File: src/rtl/seven_segment_scanner.sv
// Time-multiplexed common-anode seven-segment driver with frame-aligned double buffering.
// Optional build macro LEADING_ZERO_BLANK_EN suppresses leading zero digits (digit 0 always shown).
module seven_segment_scanner #(
   parameter int NUM_DIGITS   = 4,
   parameter int SCAN_DIV     = 50000,
   parameter int BLANK_CYCLES = 100,
   parameter int HEX_MODE     = 0
) (
   input  logic                    clk,
   input  logic                    reset,
   input  logic                    load,
   input  logic [4*NUM_DIGITS-1:0] value_in,
   input  logic [NUM_DIGITS-1:0]   dp_in,
   output logic                    pending,
   output logic                    frame_start,
   output logic [NUM_DIGITS-1:0]   an,
   output logic [6:0]              segment,
   output logic                    dp
);

   localparam int CW = (SCAN_DIV > 1) ? $clog2(SCAN_DIV) : 1;
   localparam int IW = (NUM_DIGITS > 1) ? $clog2(NUM_DIGITS) : 1;

   // Slot timer runs down from CNT_RELOAD; a down-count of d is slot position SCAN_DIV-1-d,
   // so the blanking window (position < BLANK_CYCLES) is d >= SCAN_DIV-BLANK_CYCLES.
   localparam logic [CW-1:0] CNT_RELOAD = CW'(SCAN_DIV - 1);
   localparam logic [CW-1:0] BLANK_TC   = CW'((BLANK_CYCLES > 0) ? (SCAN_DIV - BLANK_CYCLES) : 0);
   localparam logic [IW-1:0] IDX_LAST   = IW'(NUM_DIGITS - 1);

   logic [CW-1:0]           cnt_q;
   logic [IW-1:0]           idx_q;
   logic [4*NUM_DIGITS-1:0] value_pend;
   logic [NUM_DIGITS-1:0]   dp_pend;
   logic [4*NUM_DIGITS-1:0] value_act;
   logic [NUM_DIGITS-1:0]   dp_act;

   logic                    slot_tc;
   logic                    boundary;
   logic                    in_blank;
   logic                    digit_blank;
   logic [3:0]              nib_sel;
   logic                    dp_sel;
   logic [NUM_DIGITS-1:0]   an_sel;
   logic [NUM_DIGITS-1:0]   lz_blank;
   logic [NUM_DIGITS-1:0]   an_d;
   logic [6:0]              seg_d;
   logic                    dp_d;

`ifdef LEADING_ZERO_BLANK_EN
   logic                    zero_run;
`endif

   function automatic logic [6:0] decode(input logic [3:0] nib);
      logic [6:0] s;
      case (nib)
         4'h0: s = 7'b1000000;
         4'h1: s = 7'b1111001;
         4'h2: s = 7'b0100100;
         4'h3: s = 7'b0110000;
         4'h4: s = 7'b0011001;
         4'h5: s = 7'b0010010;
         4'h6: s = 7'b0000010;
         4'h7: s = 7'b1111000;
         4'h8: s = 7'b0000000;
         4'h9: s = 7'b0010000;
         4'hA: s = (HEX_MODE != 0) ? 7'b0001000 : 7'b0000000;
         4'hB: s = (HEX_MODE != 0) ? 7'b0000011 : 7'b0000000;
         4'hC: s = (HEX_MODE != 0) ? 7'b1000110 : 7'b0000000;
         4'hD: s = (HEX_MODE != 0) ? 7'b0100001 : 7'b0000000;
         4'hE: s = (HEX_MODE != 0) ? 7'b0000110 : 7'b0000000;
         default: s = (HEX_MODE != 0) ? 7'b0001110 : 7'b0000000;
      endcase
      return s;
   endfunction

   assign slot_tc  = (cnt_q == '0);
   assign boundary = slot_tc && (idx_q == IDX_LAST);
   assign in_blank = (BLANK_CYCLES > 0) && (cnt_q >= BLANK_TC);

   always_comb begin
      lz_blank = '0;
`ifdef LEADING_ZERO_BLANK_EN
      // zero_run holds while every nibble from the top down to k is zero
      zero_run = 1'b1;
      for (int k = NUM_DIGITS - 1; k > 0; k--) begin
         zero_run    = zero_run && (value_act[4*k +: 4] == 4'h0);
         lz_blank[k] = zero_run && !dp_act[k];
      end
`endif
      nib_sel     = 4'h0;
      dp_sel      = 1'b0;
      an_sel      = '1;
      digit_blank = 1'b0;
      for (int k = 0; k < NUM_DIGITS; k++) begin
         if (idx_q == IW'(k)) begin
            nib_sel     = value_act[4*k +: 4];
            dp_sel      = dp_act[k];
            an_sel[k]   = 1'b0;
            digit_blank = lz_blank[k];
         end
      end
      if (in_blank || digit_blank) begin
         an_d  = '1;
         seg_d = 7'b1111111;
         dp_d  = 1'b1;
      end else begin
         an_d  = an_sel;
         seg_d = decode(nib_sel);
         dp_d  = ~dp_sel;
      end
   end

   always_ff @(posedge clk) begin
      if (reset) begin
         cnt_q       <= CNT_RELOAD;
         idx_q       <= '0;
         value_pend  <= '0;
         dp_pend     <= '0;
         value_act   <= '0;
         dp_act      <= '0;
         pending     <= 1'b0;
         frame_start <= 1'b0;
         an          <= '1;
         segment     <= 7'b1111111;
         dp          <= 1'b1;
      end else begin
         if (slot_tc) begin
            cnt_q <= CNT_RELOAD;
            idx_q <= (idx_q == IDX_LAST) ? '0 : idx_q + 1'b1;
         end else begin
            cnt_q <= cnt_q - 1'b1;
         end

         // A load on the boundary itself skips the pending stage entirely
         if (boundary) begin
            if (load) begin
               value_act <= value_in;
               dp_act    <= dp_in;
               pending   <= 1'b0;
            end else if (pending) begin
               value_act <= value_pend;
               dp_act    <= dp_pend;
               pending   <= 1'b0;
            end
         end else if (load) begin
            value_pend <= value_in;
            dp_pend    <= dp_in;
            pending    <= 1'b1;
         end

         frame_start <= (idx_q == '0) && (cnt_q == CNT_RELOAD);
         an          <= an_d;
         segment     <= seg_d;
         dp          <= dp_d;
      end
   end

endmodule

File: config.mk
export PLATFORM = sky130hd
export DESIGN_NAME = seven_segment_scanner
export DESIGN_NICKNAME = d
export VERILOG_FILES = /design/src/rtl/seven_segment_scanner.sv
export SDC_FILE = /design/constraint.sdc
export NUM_CORES = 1
export LEC_CHECK = 0
export CORE_MARGIN = 2
export CORE_UTILIZATION = 50
export DETAILED_ROUTE_END_ITERATION = 8
export GPL_ROUTABILITY_DRIVEN = 1
export PLACE_DENSITY = 0.76
export SETUP_SLACK_MARGIN = 0.5
export SLEW_MARGIN = 20
export SYNTH_ARGS = -nofsm -noshare
export SYNTH_HDL_FRONTEND = slang
export SYNTH_SLANG_ARGS = --single-unit
File: constraint.sdc
create_clock -name clk -period 2.3 [get_ports clk]
set_clock_uncertainty 0.05 [all_clocks]
set_input_delay 0.46 -clock clk [delete_from_list [all_inputs] [get_ports clk]]
set_output_delay 0.46 -clock clk [all_outputs]
set_load 0.1 [all_outputs]
==> impl_metrics.json, run 1 <==
{
  "status": "finished clean",
  "drtAntennaViolNets": 0,
  "postSynthCellCount": 435,
  "drcViolationCount": 0,
  "irDropWorstVdd_mv": 0.380,
  "viasPerCell": 6.18,
  "antenna_found_initial": 0,
  "grt_pass1_vias": 3483,
  "cts.htree.levels": 3,
  "cp_slowest_stage_delay_ps": 550,
  "nNetsFinal": 519,
  "cts_buffers": 9,
  "final_max_slew_viol_count": 0,
  "final_common_cell": "dfxtp_1",
  "multi_input_area_mm2": 0.00230,
  "clock.fmax_ghz": 0.489,
  "synth-edff-count": 0,
  "clk_latency_ps": 360,
  "wirelength_um": 10500,
  "clock_path_buffers": 2,
  "yosysWarnings": 0,
  "io_pins": 37,
  "port_buffers": 36,
  "ys_async_sr_fraction_pct": 0,
  "final_util_pct": 67.5,
  "cap_viol_max_count": 0,
  "wl_per_cell_um": 17.8,
  "fin_setup_tns_ps": 0,
  "crit_chain": "or4_4 -> or3_4 -> or4_1 -> o311ai_1",
  "min_period_over_period_pct": 89.0,
  "overflow": 0,
  "synth_top_area_share_pct": 39.1,
  "hold_path_class": "register to register",
  "drt_iter0_drc": 287,
  "p_leak_nw": 1.66,
  "clockRootBuffer": "clkbuf_8",
  "synth-main-ff-cell": "dfxtp_1",
  "rows": 31,
  "diodes": 0,
  "postCtsHoldBufs": 0,
  "layout_min_cycle_time_ps": 2050,
  "crit_type": "register to register",
  "cp.arrival_ps": 2250,
  "cp.required_ps": 2510,
  "die_y_um": 89.9,
  "pwr_density_cell_mw_per_mm2": 552,
  "areaGrowthSynthToFinish_pct": 32.0,
  "tightestPinTransition_ps": 542,
  "drive_gt1_share_pct": 27.4,
  "grt_pass1_wl_um": 16800,
  "cpMaxStageDelayCell": "or4_4",
  "synth.distinct_cells": 48,
  "dp_hpwl_um": 5990,
  "nFillCells": 568,
  "cts_tree": "done",
  "rsz0062_at_grt": "yes",
  "cts_sinks": 72,
  "clk_pin_slew_worst_paths_ps": 80,
  "num_vias": 3631,
  "syn-num-nets": 470,
  "globalplace.congestion": 0.858,
  "grt_max_degree": 53,
  "synthTopCellsByArea": "dfxtp_1 39%, nand2_1 5.4%, a311oi_1 5.0%, o311ai_1 4.5%, or4_1 4.3%",
  "core_area_mm2": 0.00721,
  "fp.dieW_um": 89.9,
  "yosysTopAreaCell": "dfxtp_1",
  "finalHoldViolations": 0,
  "syn_area_mm2": 0.00369,
  "initial_core_util_pct": 51.1,
  "synth_seq_area_share_pct": 39.1,
  "start_kind": "register",
  "avgSynthCellArea_um2": 8.48,
  "regArea_mm2": 0.00146,
  "die_area_mm2": 0.00808,
  "layout_common_cells": "63 x dfxtp_1, 53 x nand2_1, 43 x buf_4",
  "critPathMaxFanout": 6,
  "drt_pass1_iterations": 4,
  "critPathCaptureType": "register",
  "finalSetupViolCount": 0,
  "track_usage_pct": 25.6,
  "max_slew_margin_pct": 63.9,
  "synth_seq_cells": 72
}
[synthesized netlist by cell type, drive strengths merged (3+ instances only)]
| cell type | instances |
|---|---|
| dfxtp | 72 |
| nand2 | 53 |
| nor2 | 36 |
| clkbuf | 33 |
| a21oi | 23 |
| nand2b | 23 |
| or4 | 23 |
| a311oi | 21 |
| a31oi | 20 |
| o311ai | 20 |
| ha | 12 |
| inv | 10 |
| o21ai | 9 |
| buf | 7 |
| nand3 | 7 |
| xor2 | 7 |
| a211oi | 6 |
| mux2i | 6 |
| nand3b | 5 |
| nand4 | 5 |
| nor3b | 5 |
| nor4 | 5 |
| nor2b | 3 |
| xnor2 | 3 |
[where the power goes]
group	total (mW)	switching (mW)	internal, mW
sequential	1.31	0.0255	1.29
combinational	0.246	0.139	0.106
clock	1.13	0.515	0.617
total	2.69	0.680	2.01
[repair_timing]
action,in CTS,in global routing
buffers inserted,11,5
pin swaps,34,8
cloned,5,2
endpoints found under the setup margin,65,70
gates resized for setup,45,26
[flip-flops by register name (all words and copies together) (netlist names)]
signal	cells
segment	7
frame_start	1
dp_act	4
idx_q	2
an	4
dp_pend	4
value_act	16
value_pend	16
cnt_q	16
dp	1
pending	1
[path summary, 6_finish.rpt]
check / from / to / slack, ps / cells past startpoint
worst max-delay path: cnt_q[10] / value_pend[6] / 250 / 4
worst min-delay path: cnt_q[0] / cnt_q[0] / 400 / 1
worst max register to register: cnt_q[10] / value_pend[6] / 250 / 4
worst min register to register: cnt_q[0] / cnt_q[0] / 400 / 1
[routing by layer]
metal	part of all wire, %	track usage, %	vias to the layer above
li1	-	-	1723
met1	42	32.2	1747
met2	49	43.6	143
met3	6.5	4.44	18
met4	2.1	10.5	0
met5	0	0	-
[cell type report]
type	count	area share (%)
multi-input combinational	315	47.2
sequential	72	30.0
timing repair buffer	76	14.8
clock buffer	10	2.62
tap	99	2.54
clock inverter	6	1.93
inverter	10	0.822
[logic make-up after synthesis]
logic type / synth area share [%]
and+or+nand+nor: 25.3
DFF: 39.1
AOI/OAI and AO/OA: 21.1
xor gates and xnor gates: 2.37
buffers and inverters: 6.48
muxes: 1.63
adders and majority gates: 4.07
[through the flow]
step / power, mW / instances / setup slack [ps] / cell area (um^2) / hold slack, ps
final: 2.69 / 588 / 254 / 4870 / 396
after global routing: 2.77 / 588 / 221 / 4870 / 414
after CTS: 2.67 / 581 / 233 / 4670 / 393
after detailed placement: 1.57 / 549 / 88.6 / 4140 / 363
after global placement: 1.56 / 549 / 135 / 4140 / 354
after floorplan: 1.48 / 435 / 217 / 3790 / 345
[critical path: cells and delay by family (launching register included)]
kind	cells	cell delay, ps
AO/OA/AOI/OAI	1	100
flip-flops	1	360
AND/OR/NAND/NOR	3	1420
Note: power is estimated with default switching activity, not from simulation.
==> run 2: changes to the inputs <==
- CELL_PAD_IN_SITES_DETAIL_PLACEMENT: not set -> 1
- CELL_PAD_IN_SITES_GLOBAL_PLACEMENT: not set -> 2
- CORE_UTILIZATION: 50 -> 31
- PLACE_DENSITY: 0.76 -> 0.77
==> run 2 against run 1 <==
The flow now finishes with violations (DRC). Non-clock buffer count increased by 12. Utilization shrank 21 points. Cell area is 11% higher. Global-route usage fell by 5.4 points. First-iteration DRC count down 38%. Maximum frequency decreased by 1.3%. Count of clock-buffer cells in the layout shrank 1. Largest cell class unchanged. Largest power group is now the clock network.
==> impl_metrics.json, run 2 (synthesized netlist as in run 1, its figures left out) <==
{
  "worstReg2RegStart": "cnt_q[13]",
  "use_met3_pct": 4.45,
  "drt_pass1_iterations": 6,
  "hold_start": "idx_q[1]",
  "min_period_over_period_pct": 90.2,
  "grt_pass1_wl_um": 20200,
  "areaGrowthSynthToFinish_pct": 46.5,
  "clock_path_buffers": 2,
  "status": "finished, violations left",
  "critPathMaxFanout": 7,
  "critPathCaptureType": "register",
  "num_vias": 3683,
  "power_mw": 3.26,
  "cts_tree": "done",
  "clockRootBuffer": "clkbuf_16",
  "track_usage_pct": 20.2,
  "grt_use_met1_pct": 24.6,
  "dp_hpwl_um": 7530,
  "die_y_um": 113,
  "grt_pass1_vias": 3754,
  "holdWs_ps": 469,
  "pwr_density_cell_mw_per_mm2": 602,
  "reg.largest.list": "cnt_q x16, value_act x16, value_pend x16",
  "p_comb_share_pct": 8.8,
  "clk_pin_slew_worst_paths_ps": 60,
  "wl_per_cell_um": 20.2,
  "cts_sinks": 72,
  "grt_busiest_layer": "met2",
  "cpMaxStageDelayCell": "or4_4",
  "grt_max_degree": 61,
  "globalplace.congestion": 0.797,
  "cp_slowest_stage_delay_ps": 590,
  "max_slew_margin_pct": 66.5,
  "stdcell_count": 644,
  "post-place-cells": 602,
  "initial_core_util_pct": 32.0,
  "wirelength_um": 13000,
  "cp.arrival_ps": 2240,
  "clk_latency_ps": 350,
  "port_buffers": 36,
  "final_util_pct": 46.9,
  "crit_type": "register to register",
  "viasPerCell": 5.72,
  "core_area_mm2": 0.0115,
  "fin_setup_tns_ps": 0,
  "grt_util_met2_pct": 35.1,
  "hold_path_class": "register to register",
  "cts_buffers": 9,
  "drt_iter0_drc": 178,
  "finalHoldViolations": 0,
  "nNetsFinal": 531,
  "tightestPinTransition_ps": 502,
  "final_common_cell": "dfxtp_1",
  "rows": 39,
  "p_int_mw": 2.47,
  "io_pins": 37,
  "violations": "DRC",
  "layout_common_cells": "64 x dfxtp_1, 49 x nand2_1, 46 x buf_4",
  "postCtsHoldBufs": 0,
  "crit_chain": "or4_4 -> or3_4 -> nor2_4 -> buf_8 -> o311ai_2",
  "rsz0062_at_grt": "yes",
  "nFillCells": 1290,
  "layout_min_cycle_time_ps": 2070,
  "crit_path_start": "cnt_q[13]",
  "die_area_mm2": 0.0128,
  "overflow": 0,
  "antenna_found_initial": 0,
  "cts.htree.levels": 3,
  "final_max_slew_viol_count": 0,
  "sw_frac_of_total_pct": 24.1,
  "p_seq_share_pct": 40.3,
  "cap_viol_max_count": 0,
  "drcViolationCount": 3,
  "pwr-share-clk_pct": 50.9,
  "drtAntennaViolNets": 0,
  "cp.required_ps": 2460,
  "clock.fmax_ghz": 0.482,
  "start_kind": "register",
  "p_leak_nw": 1.83,
  "drive_gt1_share_pct": 36.1,
  "diodes": 0,
  "p_switching_uw": 786,
  "irDropWorstVdd_mv": 0.342,
  "fp.dieW_um": 113,
  "finalSetupViolCount": 0
}
-- run 2: path summary, 6_finish.rpt --
kind | to | slack (ps) | cells past startpoint
worst max-delay path | dp_pend[1] | 230 | 5
worst min-delay path | idx_q[1] | 470 | 2
worst max register to register | dp_pend[1] | 230 | 5
worst min register to register | idx_q[1] | 470 | 2
-- run 2: critical path, delay by kind of cell (launching register included) --
| family | cells | cell delay, ps |
|---|---|---|
| AO/OA/AOI/OAI | 1 | 110 |
| buffers and inverters | 1 | 180 |
| AND/OR/NAND/NOR | 3 | 1270 |
| flip-flops | 1 | 320 |
-- run 2: area by class of cell --
type	count	area, um^2	share of cell area [%]
clock buffer	9	225	4.17
inverter	10	47.5	0.880
timing repair buffer	88	838	15.5
clock inverter	7	119	2.20
multi-input combinational	315	2540	46.9
tap	143	179	3.31
sequential	72	1460	27.0
-- run 2: what timing repair did --
item,in CTS,in global routing
setup buffers,15,5
resized for setup,63,62
gates cloned,6,0
endpoints found under the setup margin,66,69
hold endpoints to repair,0,0
pin swaps,33,29
-- run 2: per-stage QoR --
stage               instance area [um^2]  worst slack, ps
finish                              5400              226
global route                        5400              165
CTS                                 5040              202
detailed placement                  4270             49.8
global placement                    4270              111
floorplan                           3790              217
-- run 2: power groups by stage --
| stage | clock network, mW | logic (mW) | registers (mW) |
|---|---|---|---|
| detailed placement | 0 | 0.231 | 1.34 |
| CTS | 1.69 | 0.256 | 1.31 |
| global placement | 0 | 0.222 | 1.34 |
| floorplan | 0 | 0.122 | 1.36 |
| global route | 1.73 | 0.307 | 1.32 |
| finish | 1.66 | 0.287 | 1.31 |
-- run 2: routing by layer --
layer  up-vias  part of all wire (%)
met4         0                   1.7
met1      1853                    44
li1       1740                     -
met3        18                   3.6
met2        72                    51
met5         -                     0
==> run 3: changes to the inputs <==
- CTS_BUF_LIST: not set -> sky130_fd_sc_hd__clkbuf_16
- SETUP_SLACK_MARGIN: 0.5 -> not set
==> run 3 against run 2 <==
The run still ends with DRC left. Via count fell by 6.7%. Die area did not move. Utilization fell by 7.4 points. Critical path type unchanged.
==> impl_metrics.json, run 3 (synthesized netlist as in run 1, its figures left out) <==
{
  "drtAntennaViolNets": 0,
  "drt_pass1_iterations": 6,
  "die_area_mm2": 0.0128,
  "cp.arrival_ps": 2390,
  "cpMaxStageDelayCell": "or4_1",
  "cp.required_ps": 2480,
  "fp.dieW_um": 113,
  "cts.htree.levels": 3,
  "place_ws_ps": 5.89,
  "hold_path_class": "register to register",
  "num_vias": 3435,
  "diodes": 0,
  "wirelength_um": 10900,
  "holdWs_ps": 413,
  "drive_gt1_share_pct": 14.6,
  "drcViolationCount": 5,
  "grt_pass1_wl_um": 18200,
  "reg.largest.list": "cnt_q x16, value_act x16, value_pend x16",
  "p_int_mw": 2.21,
  "pwr-share-clk_pct": 46.3,
  "tightestPinTransition_ps": 409,
  "finalHoldViolations": 0,
  "grt_pass1_vias": 3572,
  "finish.instance_area_mm2": 0.00456,
  "viasPerCell": 5.59,
  "antenna_found_initial": 0,
  "cp_slowest_stage_delay_ps": 560,
  "areaGrowthSynthToFinish_pct": 23.5,
  "nNetsFinal": 501,
  "start_kind": "register",
  "place_area_mm2": 0.00424,
  "port_buffers": 36,
  "pwr_density_cell_mw_per_mm2": 635,
  "initial_core_util_pct": 32.0,
  "clockRootBuffer": "clkbuf_16",
  "max_slew_margin_pct": 72.5,
  "drt_iter0_drc": 111,
  "rsz0062_at_grt": "no",
  "p_comb_share_pct": 8.2,
  "overflow": 0,
  "final_common_cell": "dfxtp_1",
  "wl_per_cell_um": 17.8,
  "status": "finished, violations left",
  "fin_setup_tns_ps": 0,
  "clk_pin_slew_worst_paths_ps": 50,
  "finalSetupViolCount": 0,
  "core_area_mm2": 0.0115,
  "postCtsHoldBufs": 0,
  "cts_tree": "done",
  "grt_max_degree": 61,
  "io_pins": 37,
  "clk_latency_ps": 340,
  "sw_frac_of_total_pct": 23.6,
  "clock_path_buffers": 2,
  "dp_hpwl_um": 7200,
  "crit_chain": "or4_4 -> or3_4 -> or4_1 -> o311ai_1",
  "critPathMaxFanout": 22,
  "cts_buffers": 9,
  "globalplace.congestion": 0.784,
  "p_leak_nw": 1.56,
  "critPathCaptureType": "register",
  "nFillCells": 1358,
  "track_usage_pct": 17.9,
  "worst_slack_ps": 86.4,
  "irDropWorstVdd_mv": 0.235,
  "violations": "DRC",
  "p_switching_uw": 683,
  "cap_viol_max_count": 0,
  "clock.fmax_ghz": 0.452,
  "crit_type": "register to register",
  "p_seq_share_pct": 45.5,
  "layout_min_cycle_time_ps": 2210,
  "cts_setup_buffers": 0,
  "cts_sinks": 72,
  "min_period_over_period_pct": 96.2,
  "final_max_slew_viol_count": 0,
  "rows": 39,
  "die_y_um": 113,
  "layout_common_cells": "70 x dfxtp_1, 53 x nand2_1, 36 x nor2_1"
}
## run 3: layout make-up
type                       count  area [um^2]  area share (%)
multi-input combinational    312         2050            44.9
sequential                    72         1440            31.7
timing repair buffer          61          571            12.5
clock buffer                   9          225            4.94
tap                          143          179            3.93
clock inverter                 7         53.8            1.18
inverter                      10         37.5           0.824
## run 3: worst paths after layout
check,startpoint,end,slack (ps),cells after the start
min reg2reg,cnt_q[0],cnt_q[0],410,1
min,cnt_q[0],cnt_q[0],410,1
max,cnt_q[12],value_pend[12],90,4
max reg2reg,cnt_q[12],value_pend[12],90,4
## run 3: routing by layer
layer	global-route usage [%]	vias to the layer above	routed length, um
li1	-	1673	-
met4	6.34	0	190
met5	0	-	0
met1	23.4	1692	5270
met2	29.2	55	5080
met3	3.64	15	354
## run 3: stage by stage
step / cells / util, % / power (mW)
2_1_floorplan: 435 / - / 1.48
3_3_place_gp: 598 / 36.8 / 1.57
3_5_place_dp: 598 / 36.8 / 1.58
4_1_cts: 614 / 39.2 / 2.93
5_1_grt: 614 / 39.6 / 3.01
6_report: 614 / 39.6 / 2.89
## run 3: power groups by stage
stage / Sequential, mW / Clock [mW] / Combinational [mW]
final: 1.32 / 1.34 / 0.236
after global routing: 1.32 / 1.43 / 0.259
after CTS: 1.32 / 1.38 / 0.237
after detailed placement: 1.34 / 0 / 0.236
after global placement: 1.34 / 0 / 0.229
after floorplan: 1.36 / 0 / 0.121
## run 3: what timing repair did
item / CTS / global route
resized for setup: 1 / 9
setup endpoints to repair: 1 / 13
hold endpoints to repair: 0 / 0
pin swaps: 0 / 1
## run 3: critical path, delay by kind of cell (launching register included)
kind / cells / cell delay (ps)
AOI/OAI and AO/OA: 1 / 110
and+or+nand+nor: 3 / 1600
DFF: 1 / 340
